$ cat src/rtl/hack_boot_pkg.sv
// Shared types and constants for the Hack CPU16 boot loader.
//   bootState_t : loader FSM states
//   HDR_BYTES   : length of the big-endian word-count header
//   CNT_W       : width of the word-count field
//   maxWords()  : instruction memory depth (2**addrW)
package hack_boot_pkg;

  typedef enum logic [3:0] {
    IDLE,
    CNT_HI,
    CNT_LO,
    DAT_HI,
    DAT_LO,
    WRITE,
    RELEASE,
    RUN,
    ERROR
  } bootState_t;

  localparam int unsigned HDR_BYTES = 2;
  localparam int unsigned CNT_W     = HDR_BYTES * 8;

  function automatic int unsigned maxWords(input int unsigned addrW);
    return 32'd1 << addrW;
  endfunction

endpackage

$ cat src/rtl/hack_boot_loader_if.sv
// Byte-stream input plus instruction-memory write port of the boot loader.
//   master : the loader (consumes rx bytes, drives memory writes)
//   slave  : host link / memory side
interface hack_boot_loader_if #(
  parameter int unsigned ADDR_W = 15
);

  logic [7:0]        rx_data;
  logic              rx_valid;
  logic              rx_ready;
  logic              rom_we;
  logic [ADDR_W-1:0] rom_addr;
  logic [15:0]       rom_data;

  modport master (
    input  rx_data, rx_valid,
    output rx_ready, rom_we, rom_addr, rom_data
  );

  modport slave (
    output rx_data, rx_valid,
    input  rx_ready, rom_we, rom_addr, rom_data
  );

endinterface

$ cat src/rtl/hack_boot_loader_boot_timeout_ctr.sv
// Down-counter with load/clear that saturates at zero.
//   clk, rst   : clock, async active-high reset
//   load       : load loadVal (priority below clr)
//   clr        : force count to zero
//   loadVal    : value to load
//   expired_c  : count has reached zero (combinational)
module boot_timeout_ctr #(
  parameter int unsigned W = 16
) (
  input  logic         clk,
  input  logic         rst,
  input  logic         load,
  input  logic         clr,
  input  logic [W-1:0] loadVal,
  output logic         expired_c
);

  logic [W-1:0] count;

  always_ff @(posedge clk or posedge rst) begin
    if (rst)                count <= '0;
    else if (clr)           count <= '0;
    else if (load)          count <= loadVal;
    else if (count != '0)   count <= count - W'(1);
  end

  assign expired_c = (count == '0);

endmodule

$ cat src/rtl/hack_boot_loader.sv
// Boot sequencer: holds CPU16 in reset, receives a big-endian image
// (16-bit word count N, then N words hi/lo) over a valid/ready byte stream,
// writes it into instruction memory and then releases the CPU.
//   clk, rst     : clock, async active-high reset
//   boot_req     : pulse requesting a (re)load from IDLE, RUN or ERROR
//   bus          : rx byte stream in, instruction memory write port out
//   cpu_rst      : CPU reset (high = held)
//   busy/done/err: loading-or-releasing / running / failed
//   words_loaded : words written in the current or last transfer
module hack_boot_loader
  import hack_boot_pkg::*;
#(
  parameter int unsigned ADDR_W    = 15,
  parameter int unsigned RST_HOLD  = 4,
  parameter int unsigned TIMEOUT   = 65535,
  parameter int unsigned AUTO_BOOT = 1
) (
  input  logic                clk,
  input  logic                rst,
  input  logic                boot_req,
  hack_boot_loader_if.master  bus,
  output logic                cpu_rst,
  output logic                busy,
  output logic                done,
  output logic                err,
  output logic [ADDR_W:0]     words_loaded
);

  localparam int unsigned CTR_MAX = (TIMEOUT > RST_HOLD) ? TIMEOUT : RST_HOLD;
  localparam int unsigned CTR_W   = $clog2(CTR_MAX + 1);
  localparam int unsigned MAXW    = maxWords(ADDR_W);
  localparam bootState_t  RESET_STATE = (AUTO_BOOT != 0) ? CNT_HI : IDLE;

  bootState_t        state, nextState;
  logic [CNT_W-1:0]  countQ, countD;
  logic [15:0]       romDataQ, romDataD;
  logic [ADDR_W-1:0] romAddrQ, romAddrD;
  logic [ADDR_W:0]   wordsD, wordsInc;
  logic [CNT_W-1:0]  headerN;
  logic              romWeQ, rxReadyQ;
  logic              accept;
  logic              ctrLoad, ctrClr, ctrExpired;
  logic [CTR_W-1:0]  ctrLoadVal;

  assign accept   = bus.rx_valid & rxReadyQ;
  assign wordsInc = words_loaded + (ADDR_W+1)'(1);
  // Full word count as it becomes known on the CNT_LO byte
  assign headerN  = {countQ[15:8], bus.rx_data};

  // Shared counter: inter-byte timeout while loading, hold time in RELEASE
  boot_timeout_ctr #(.W(CTR_W)) uCtr (
    .clk       (clk),
    .rst       (rst),
    .load      (ctrLoad),
    .clr       (ctrClr),
    .loadVal   (ctrLoadVal),
    .expired_c (ctrExpired)
  );

  // Next-state and next-register values
  always_comb begin
    nextState  = state;
    countD     = countQ;
    romDataD   = romDataQ;
    romAddrD   = romAddrQ;
    wordsD     = words_loaded;
    ctrLoad    = 1'b0;
    ctrClr     = 1'b0;
    ctrLoadVal = CTR_W'(TIMEOUT - 1);

    case (state)
      IDLE:    if (boot_req) nextState = CNT_HI;
      CNT_HI:  if (accept) begin
                 countD[15:8] = bus.rx_data;
                 nextState    = CNT_LO;
               end
      CNT_LO:  if (accept) begin
                 countD[7:0] = bus.rx_data;
                 wordsD      = '0;
                 if (headerN == '0)                 nextState = RELEASE;
                 else if (32'(headerN) > MAXW)      nextState = ERROR;
                 else                               nextState = DAT_HI;
               end else if (ctrExpired) begin
                 nextState = ERROR;
               end
      DAT_HI:  if (accept) begin
                 romDataD[15:8] = bus.rx_data;
                 nextState      = DAT_LO;
               end else if (ctrExpired) begin
                 nextState = ERROR;
               end
      DAT_LO:  if (accept) begin
                 romDataD[7:0] = bus.rx_data;
                 romAddrD      = words_loaded[ADDR_W-1:0];
                 nextState     = WRITE;
               end else if (ctrExpired) begin
                 nextState = ERROR;
               end
      WRITE:   begin
                 wordsD    = wordsInc;
                 nextState = (32'(wordsInc) == 32'(countQ)) ? RELEASE : DAT_HI;
               end
      RELEASE: if (ctrExpired) nextState = RUN;
      RUN:     if (boot_req) nextState = CNT_HI;
      ERROR:   if (boot_req) nextState = CNT_HI;
      default: nextState = RESET_STATE;
    endcase

    // Restart the idle window on every byte and every state change
    ctrLoad = accept || (nextState != state);
    ctrClr  = (nextState inside {IDLE, RUN, ERROR});
    if (nextState == RELEASE) ctrLoadVal = CTR_W'(RST_HOLD - 1);
  end

  // State and registered outputs, decoded from the next state
  always_ff @(posedge clk or posedge rst) begin
    if (rst) begin
      state        <= RESET_STATE;
      countQ       <= '0;
      romDataQ     <= '0;
      romAddrQ     <= '0;
      romWeQ       <= 1'b0;
      rxReadyQ     <= 1'b0;
      cpu_rst      <= 1'b1;
      busy         <= (AUTO_BOOT != 0);
      done         <= 1'b0;
      err          <= 1'b0;
      words_loaded <= '0;
    end else begin
      state        <= nextState;
      countQ       <= countD;
      romDataQ     <= romDataD;
      romAddrQ     <= romAddrD;
      romWeQ       <= (nextState == WRITE);
      rxReadyQ     <= (nextState inside {CNT_HI, CNT_LO, DAT_HI, DAT_LO});
      cpu_rst      <= (nextState != RUN);
      busy         <= (nextState inside {CNT_HI, CNT_LO, DAT_HI, DAT_LO, WRITE, RELEASE});
      done         <= (nextState == RUN);
      err          <= (nextState == ERROR);
      words_loaded <= wordsD;
    end
  end

  assign bus.rx_ready = rxReadyQ;
  assign bus.rom_we   = romWeQ;
  assign bus.rom_addr = romAddrQ;
  assign bus.rom_data = romDataQ;

endmodule
$ cat src/flat_wrapper.sv
// flat-port wrapper written by rule: the top's interface ports become plain ports
module hack_boot_loader_flat import hack_boot_pkg::*;
#(
  parameter int unsigned ADDR_W    = 15,
  parameter int unsigned RST_HOLD  = 4,
  parameter int unsigned TIMEOUT   = 65535,
  parameter int unsigned AUTO_BOOT = 1
)
  (clk, rst, boot_req, cpu_rst, busy, done, err, words_loaded, bus_rx_data, bus_rx_valid, bus_rx_ready, bus_rom_we, bus_rom_addr, bus_rom_data);
  hack_boot_loader_if #(.ADDR_W(ADDR_W)) bus_i ();
  input  logic clk;
  input  logic rst;
  input  logic boot_req;
  output logic cpu_rst;
  output logic busy;
  output logic done;
  output logic err;
  output logic [ADDR_W:0] words_loaded;
  input wire logic [$bits(bus_i.rx_data)-1:0] bus_rx_data;
  input wire logic [$bits(bus_i.rx_valid)-1:0] bus_rx_valid;
  output wire logic [$bits(bus_i.rx_ready)-1:0] bus_rx_ready;
  output wire logic [$bits(bus_i.rom_we)-1:0] bus_rom_we;
  output wire logic [$bits(bus_i.rom_addr)-1:0] bus_rom_addr;
  output wire logic [$bits(bus_i.rom_data)-1:0] bus_rom_data;
  assign bus_i.rx_data = bus_rx_data;
  assign bus_i.rx_valid = bus_rx_valid;
  assign bus_rx_ready = bus_i.rx_ready;
  assign bus_rom_we = bus_i.rom_we;
  assign bus_rom_addr = bus_i.rom_addr;
  assign bus_rom_data = bus_i.rom_data;
  hack_boot_loader #(.ADDR_W(ADDR_W), .RST_HOLD(RST_HOLD), .TIMEOUT(TIMEOUT), .AUTO_BOOT(AUTO_BOOT)) u_core (.clk(clk), .rst(rst), .boot_req(boot_req), .bus(bus_i), .cpu_rst(cpu_rst), .busy(busy), .done(done), .err(err), .words_loaded(words_loaded));
endmodule
$ cat config.mk
export PLATFORM = sky130hd
export DESIGN_NAME = hack_boot_loader_flat
export DESIGN_NICKNAME = d
export VERILOG_FILES = /design/src/rtl/hack_boot_pkg.sv /design/src/rtl/hack_boot_loader_if.sv /design/src/rtl/hack_boot_loader_boot_timeout_ctr.sv /design/src/rtl/hack_boot_loader.sv /design/src/flat_wrapper.sv
export SDC_FILE = /design/constraint.sdc
export NUM_CORES = 1
export LEC_CHECK = 0
export ABC_AREA = 0
export CAP_MARGIN = 20
export CORE_AREA = 2 2 106 82
export CTS_CLUSTER_SIZE = 30
export DETAILED_ROUTE_END_ITERATION = 12
export DIE_AREA = 0 0 108 84
export DONT_BUFFER_PORTS = 1
export PLACE_DENSITY = 0.74
export RECOVER_POWER = 100
export SKIP_CTS_REPAIR_TIMING = 1
export SLEW_MARGIN = 5
export SYNTH_ARGS = -nofsm -noshare
export SYNTH_HDL_FRONTEND = slang
export SYNTH_SLANG_ARGS = --single-unit
$ cat constraint.sdc
create_clock -name clk -period 3.3 [get_ports clk]
set_clock_uncertainty 0.05 [all_clocks]
set_input_delay 0.66 -clock clk [delete_from_list [all_inputs] [get_ports clk]]
set_output_delay 0.66 -clock clk [all_outputs]
set_load 0.01 [all_outputs]
==> impl_metrics.csv, run 1 <==
group,metric,value,unit
yosys,synth_top_area_share,0.4584,
floorplanning,design.core.area,8164,sq um
sta,finalSetupTns,0,ns
yosys,synthTopCellsByArea,"dfrtp_1, nand2_1, mux2_2, o21ai_0, xnor2_1",
clocking,clk_pin_slew,0.09,ns
floorplanning,die_w,108,microns
yosys,yosysWarnings,0,
routing,drtAntennaViolNets,0,
job,maxCapViolations,0,
worst_setup_path,crit_path_max_fanout,14,
finish,nNetsFinal,505,
floorplanning,rows,29,
clocking,cts_root_buffer,"clkbuf_8",
yosys,avgSynthCellArea,9.522,sq um
yosys,ys_seq_area_frac,0.4752,
finish,drive_gt1_frac,0.1230,
yosys,synth_top_family_by_area,"simple AND/OR/NAND/NOR gates",
global_route,grt_pass1_vias,3562,
global_route,grt_pass1_wl,17.75,mm
sta,post-route-period-util,0.8846,
global_route,gr-total-overflow,0,
sta,hold_ws,0.3532,ns
yosys,synth_seq_cells,89,
place,port_buffers,0,
worst_setup_path,cp-end-kind,"flop",
global_route,track_usage,0.2478,
yosys,synthArstFlopShare,1.000,
sta,relSlewSlack,0.2700,
routing,vias_per_cell,5.896,
routing,drt_iter0_markers,243,
yosys,synth_edf_count,0,
power_and_ir_drop,p_leak,2.260,nW
yosys,synth_fa_ha_area_frac,0.005330,
place,dpl.hpwl,7.352,mm
routing,wirelength,10.48,mm
sta,setup_viol_count_final,0,
place,dp_slack,0.4877,ns
worst_setup_path,worstPathArrival,3.11,ns
routing,vias,3561,
yosys,syn_nets,507,
sta,min_period,2.919,ns
floorplanning,die_h,84,microns
sta,maxSlewViolCount,0,
clocking,cts_tree,"yes",
status,outcome,"completed",
finish,stdcell_area,4961,sq um
power_and_ir_drop,ir_worst_vdd,0.4600,mV
clocking,cts_sinks,89,
worst_setup_path,criticalPathCategory,"flop to flop",
yosys,synth.area.mux_share,0.06183,
yosys,yosys_most_used_dff,"dfrtp_1",
finish,diodes,0,
floorplanning,die_area,9072,sq um
place,place_area,4807,sq um
worst_setup_path,cp.required,3.49,ns
routing,drc,0,
clocking,cts_buffers,9,
floorplanning,ios,65,
floorplanning,start_util,0.5750,
power_and_ir_drop,cellPowerDensity,950.7,nW/um^2
clocking,cts_buffer_depth,2,
sta,worst_pin_slew,1.095,ns
finish,register_area,2231,sq um
yosys,synth_area,4695,sq um
yosys,synth_largest_area_cell,"dfrtp_1",
global_route,antenna_found_initial,0,
finish,n_fill_cell,737,
yosys,synth_compound_area_frac,0.1301,
sta,max_freq,342.6,MHz
worst_hold_path,hold_class,"input pin to flop",
clocking,clk-insertion-delay-late,0.36,ns
yosys,syn_inst,493,
finish,area_growth,5.677,%
place,gp_congestion,0.9176,
yosys,synth_xor_area_frac,0.06716,
clocking,cts.htree.levels,3,
sta,hold_viol_final,0,
finish,multi_input_area,2257,sq um
yosys,synthSimpleGateAreaFrac,0.2249,
routing,wl_per_cell,17.35,microns
routing,first_pass_iters,4,
global_route,grt_max_degree,46,
sta,timing.final.ws_setup,0.3809,ns
sta,rsz0062_at_grt,"no",
worst_setup_path,startpoint_type,"flop",
yosys,synthDistinctLibCells,58,
==> power breakdown <==
| part | switching [W] | internal (W) | total [W] | leakage (nW) |
|---|---|---|---|---|
| Combinational | 0.000940 | 0.000785 | 0.00172 | 1.04 |
| Sequential | 0.000640 | 0.00156 | 0.00220 | 1.12 |
| Clock | 0.000424 | 0.000367 | 0.000791 | 0.104 |
==> critical path, stage by stage, from the launching register on <==
cell and delay (ns):
dfrtp_1 0.41, inv_1 0.07, ha_1 0.25, nor4b_2 0.35
nand4_4 0.18, mux2i_1 0.24, nand4_1 0.15, a31oi_1 0.43
nand3_2 0.18, a31oi_4 0.20, buf_4 0.22, a21oi_1 0.06
==> metrics by stage <==
stage	total power, W	util	instances
after floorplan	0.003622	-	493
after global placement	0.003964	0.5888	587
after detailed placement	0.004046	0.5888	587
after CTS	0.004850	0.6146	603
after global routing	0.005079	0.6077	604
final	0.004717	0.6077	604
==> area by class of cell <==
type                    instances  share of cell area
multi-input cells             365              0.4550
flip-flops and latches         89              0.4497
repair buffers                 14             0.01639
inverters                      12            0.009332
well taps                     108             0.02724
clock buffers                   9             0.02497
clock inverters                 7             0.01740
==> sequential cells by signal (all words and copies together) (netlist names) <==
| register | count |
|---|---|
| u_core.words_loaded | 16 |
| u_core.bus.rom_data | 16 |
| u_core.done | 1 |
| u_core.bus.rx_ready | 1 |
| u_core.state | 4 |
| u_core.countQ | 16 |
| u_core.err | 1 |
| u_core.uCtr.count | 16 |
| u_core.cpu_rst | 1 |
| u_core.bus.rom_we | 1 |
| u_core.bus.rom_addr | 15 |
| u_core.busy | 1 |
==> placed cells by master (no fill, tap or decap), drive strengths merged, types with 3 or more instances in the layout <==
cell and count:
dfstp 3, nand4 9, nand2 108, xor2 18, and2 6, dfrtp 86, nor3b 4, nor2b 4
o21ai 38, nand3b 3, clkbuf 17, and4 5, nor2 23, and3 10, inv 15, a31oi 7
nor3 6, a32oi 3, buf 5, xnor2 18, a21oi 23, o211ai 3, mux2 24, o31ai 4
nor4 9, nand3 13
==> final timing paths <==
check / startpoint / slack (ns) / to / cells after the start
worst max-delay path: u_core.uCtr.count[0] / 0.38 / u_core.uCtr.count[10] / 11
worst min register to register: u_core.countQ[3] / 0.50 / u_core.countQ[3] / 1
max in group asynchronous: rst / 1.19 / u_core.bus.rom_data[1] / 3
worst min-delay path: bus_rx_data[0] / 0.35 / u_core.bus.rom_data[0] / 2
min in group asynchronous: rst / 0.66 / u_core.bus.rom_addr[2] / 2
worst max register to register: u_core.uCtr.count[0] / 0.38 / u_core.uCtr.count[10] / 11
==> Yosys cell counts, drive strengths merged, types with 2 or more instances <==
master	instances
ha	2
clkbuf	17
a211o	2
or3	2
inv	12
o211ai	3
a21oi	23
mux2	24
o21a	2
nor2	23
nand2	108
nor3b	4
mux2i	2
dfstp	3
buf	10
o21ai	38
nand4	9
dfrtp	86
and3	10
nor3	6
o211a	2
xnor2	18
and2	6
o31ai	4
or2	2
xor2	18
nand3b	3
a32oi	3
and4	5
nand4b	2
a31oi	7
nor4	9
nor2b	4
nand3	13
a21o	2
==> layer usage <==
metal	global-route usage	share of wire	vias to the layer above
met4	0.06177	0.011	0
met3	0.06870	0.057	11
li1	-	-	1710
met1	0.3498	0.46	1737
met5	0	0	-
met2	0.3796	0.47	103
==> cell families after synthesis <==
| group | after synthesis |
|---|---|
| buffers and inverters | 39 |
| flip-flops | 89 |
| adder cells (fa/ha/maj) | 2 |
| XOR/XNOR | 36 |
| multiplexers | 26 |
| AND/OR/NAND/NOR | 209 |
| AO/OA/AOI/OAI | 92 |
(Power assumes the default switching activity.)
==> run 2: changes to the inputs <==
SKIP_CTS_REPAIR_TIMING = default   (was 1)
==> results of run 2 <==
Final layout, timing and power as in run 1 (identical DEF).
==> patch (flow settings as in run 1) <==
`AUTO_BOOT` is set to 1 in 2 places; all go to 0.
--- a/src/rtl/hack_boot_loader.sv
+++ b/src/rtl/hack_boot_loader.sv
@@ -13,7 +13,7 @@
   parameter int unsigned ADDR_W    = 15,
   parameter int unsigned RST_HOLD  = 4,
   parameter int unsigned TIMEOUT   = 65535,
-  parameter int unsigned AUTO_BOOT = 1
+  parameter int unsigned AUTO_BOOT = 0
 ) (
   input  logic                clk,
   input  logic                rst,
--- a/src/flat_wrapper.sv
+++ b/src/flat_wrapper.sv
@@ -4,7 +4,7 @@
   parameter int unsigned ADDR_W    = 15,
   parameter int unsigned RST_HOLD  = 4,
   parameter int unsigned TIMEOUT   = 65535,
-  parameter int unsigned AUTO_BOOT = 1
+  parameter int unsigned AUTO_BOOT = 0
 )
   (clk, rst, boot_req, cpu_rst, busy, done, err, words_loaded, bus_rx_data, bus_rx_valid, bus_rx_ready, bus_rom_we, bus_rom_addr, bus_rom_data);
   hack_boot_loader_if #(.ADDR_W(ADDR_W)) bus_i ();
Behaviour: not the same (a bounded check fails within 4 cycles, from zero or initial values and one cycle with rst high).
==> patch against run 1 <==
Area after synthesis grew 0.93%. Cell count fell by 3.8%. Via count grew 4.2%. Largest cell class unchanged. Clock power is 2.7% lower. Wire length rose by 6.5%. Worst hold slack better by 0.0070 ns. Final area up 1.3%. Global-route usage up 1.0 points. Maximum frequency shrank 3.5%. Worst setup slack got worse by 0.11 ns. Total power increased by 7.6%. Sequential cell count stayed put. The flow now finishes with violations (capacitance limit, slew limit).
==> patch: results (changes against run 1) <==
Run status
  • Status: finished, violations left
  • Failing checks: capacitance limit, slew limit

GRT
  • Met3 Use GR: 6.71% (-0.16 points)
  • Largest net degree at the start of global routing: 90 (+96%)
  • First-pass GRT wire length: 18,200 um (+2.5%)
  • Met2 GRT Util: 35.4% (-2.6 points)
  • M1 GR Usage: 41.2% (+6.3 points)

Worst setup path
  • Slowest CP cell: or4_4
  • CP Max Fanout: 17 (+3)
  • WP data arrival: 3.20 ns (+0.09 ns)

Yosys
  • Yosys cell types: 63 (+8.6%)
  • Sequential fraction of the synthesis area: 47.0% (-0.49 points)
  • Mapped Cells: 470 (-4.7%)
  • Syn_nets: 484 (-4.5%)

Cells and area
  • Share of cells above drive strength 1: 16.1% (+3.8 points)
  • Design area: 0.00503 sq mm (+1.3%)
  • Fillcell total: 694 (-5.8%)

Timing
  • Worst-Margin Slew: 2.17 ns (+1.07 ns)
  • Slew Viols, Final: 90 (+90)

Pwr
  • Pleak: 2.14 nW (-5.5%)
  • VDD IR max: 0.000422 V (-8.4%)

Run
  • Max-cap violations: 1 (+1)

Placement
  • Setup slack at placement: 0.0497 ns (-0.438 ns)
  • Placed Area: 0.00488 sq mm (+1.6%)
  • Dpl hpwl: 7780 um (+5.8%)

Routing
  • Vias per std cell: 6.39 (+8.3%)
  • Via Count: 3,710 (+4.2%)
  • First-pass DRT Iterations: 5 (+1)
  • Iter 0 DRT Violations: 379 (+56%)
patch: changes by cell type after synthesis, sizes merged, moves of 6 or more:
cell | before | now
nand2 | 108 | 34
nand3 | 13 | 32
mux2 | 24 | 41
and3 | 10 | 4
patch: power breakdown:
part           switching, mW  internal (mW)  total, mW
clock network          0.412          0.358      0.770
registers              0.777           1.59       2.37
logic                   1.03          0.915       1.94
total                   2.22           2.86       5.08
patch: worst paths after layout:
check	startpoint	endpoint	slack [ns]	cells after the start
max	u_core.uCtr.count[11]	u_core.uCtr.count[0]	0.28	7
min	bus_rx_data[0]	u_core.countQ[8]	0.36	2
min in group asynchronous	rst	u_core.state[2]	0.89	2
min reg2reg	u_core.countQ[6]	u_core.countQ[6]	0.50	1
max reg2reg	u_core.uCtr.count[11]	u_core.uCtr.count[0]	0.28	7
max in group asynchronous	rst	u_core.uCtr.count[0]	1.02	2
patch: layout make-up:
class                           instances  area share [%]
Sequential cell                        89            44.3
Multi-Input combinational cell        335            45.8
Clock buffer                            9            2.46
Inverter                               17            1.29
Timing Repair Buffer                   16            1.89
Tap cell                              108            2.69
Clock inverter                          7            1.52
patch: logic make-up after synthesis:
kind of cell / count (synthesis) / share of synthesized area (%)
flops: 89 / 47.0
fa+ha+maj: 2 / 0.528
compound gates: 112 / 16.1
xor+xnor: 32 / 5.91
mux: 42 / 9.96
simple gates: 147 / 16.4
buf+inv: 46 / 4.07
patch: metal layers:
layer	vias up	part of all wire [%]	wire (um)
met5	-	0	0
met4	0	0.94	105
met3	14	9.5	1060
met2	178	42	4710
met1	1795	47	5280
li1	1723	-	-
patch: critical path, delay by kind of cell (launching register included):
kind / cells / cell delay, ns
AND/OR/NAND/NOR: 3 / 1.22
AO/OA/AOI/OAI: 4 / 1.17
flip-flops: 1 / 0.43
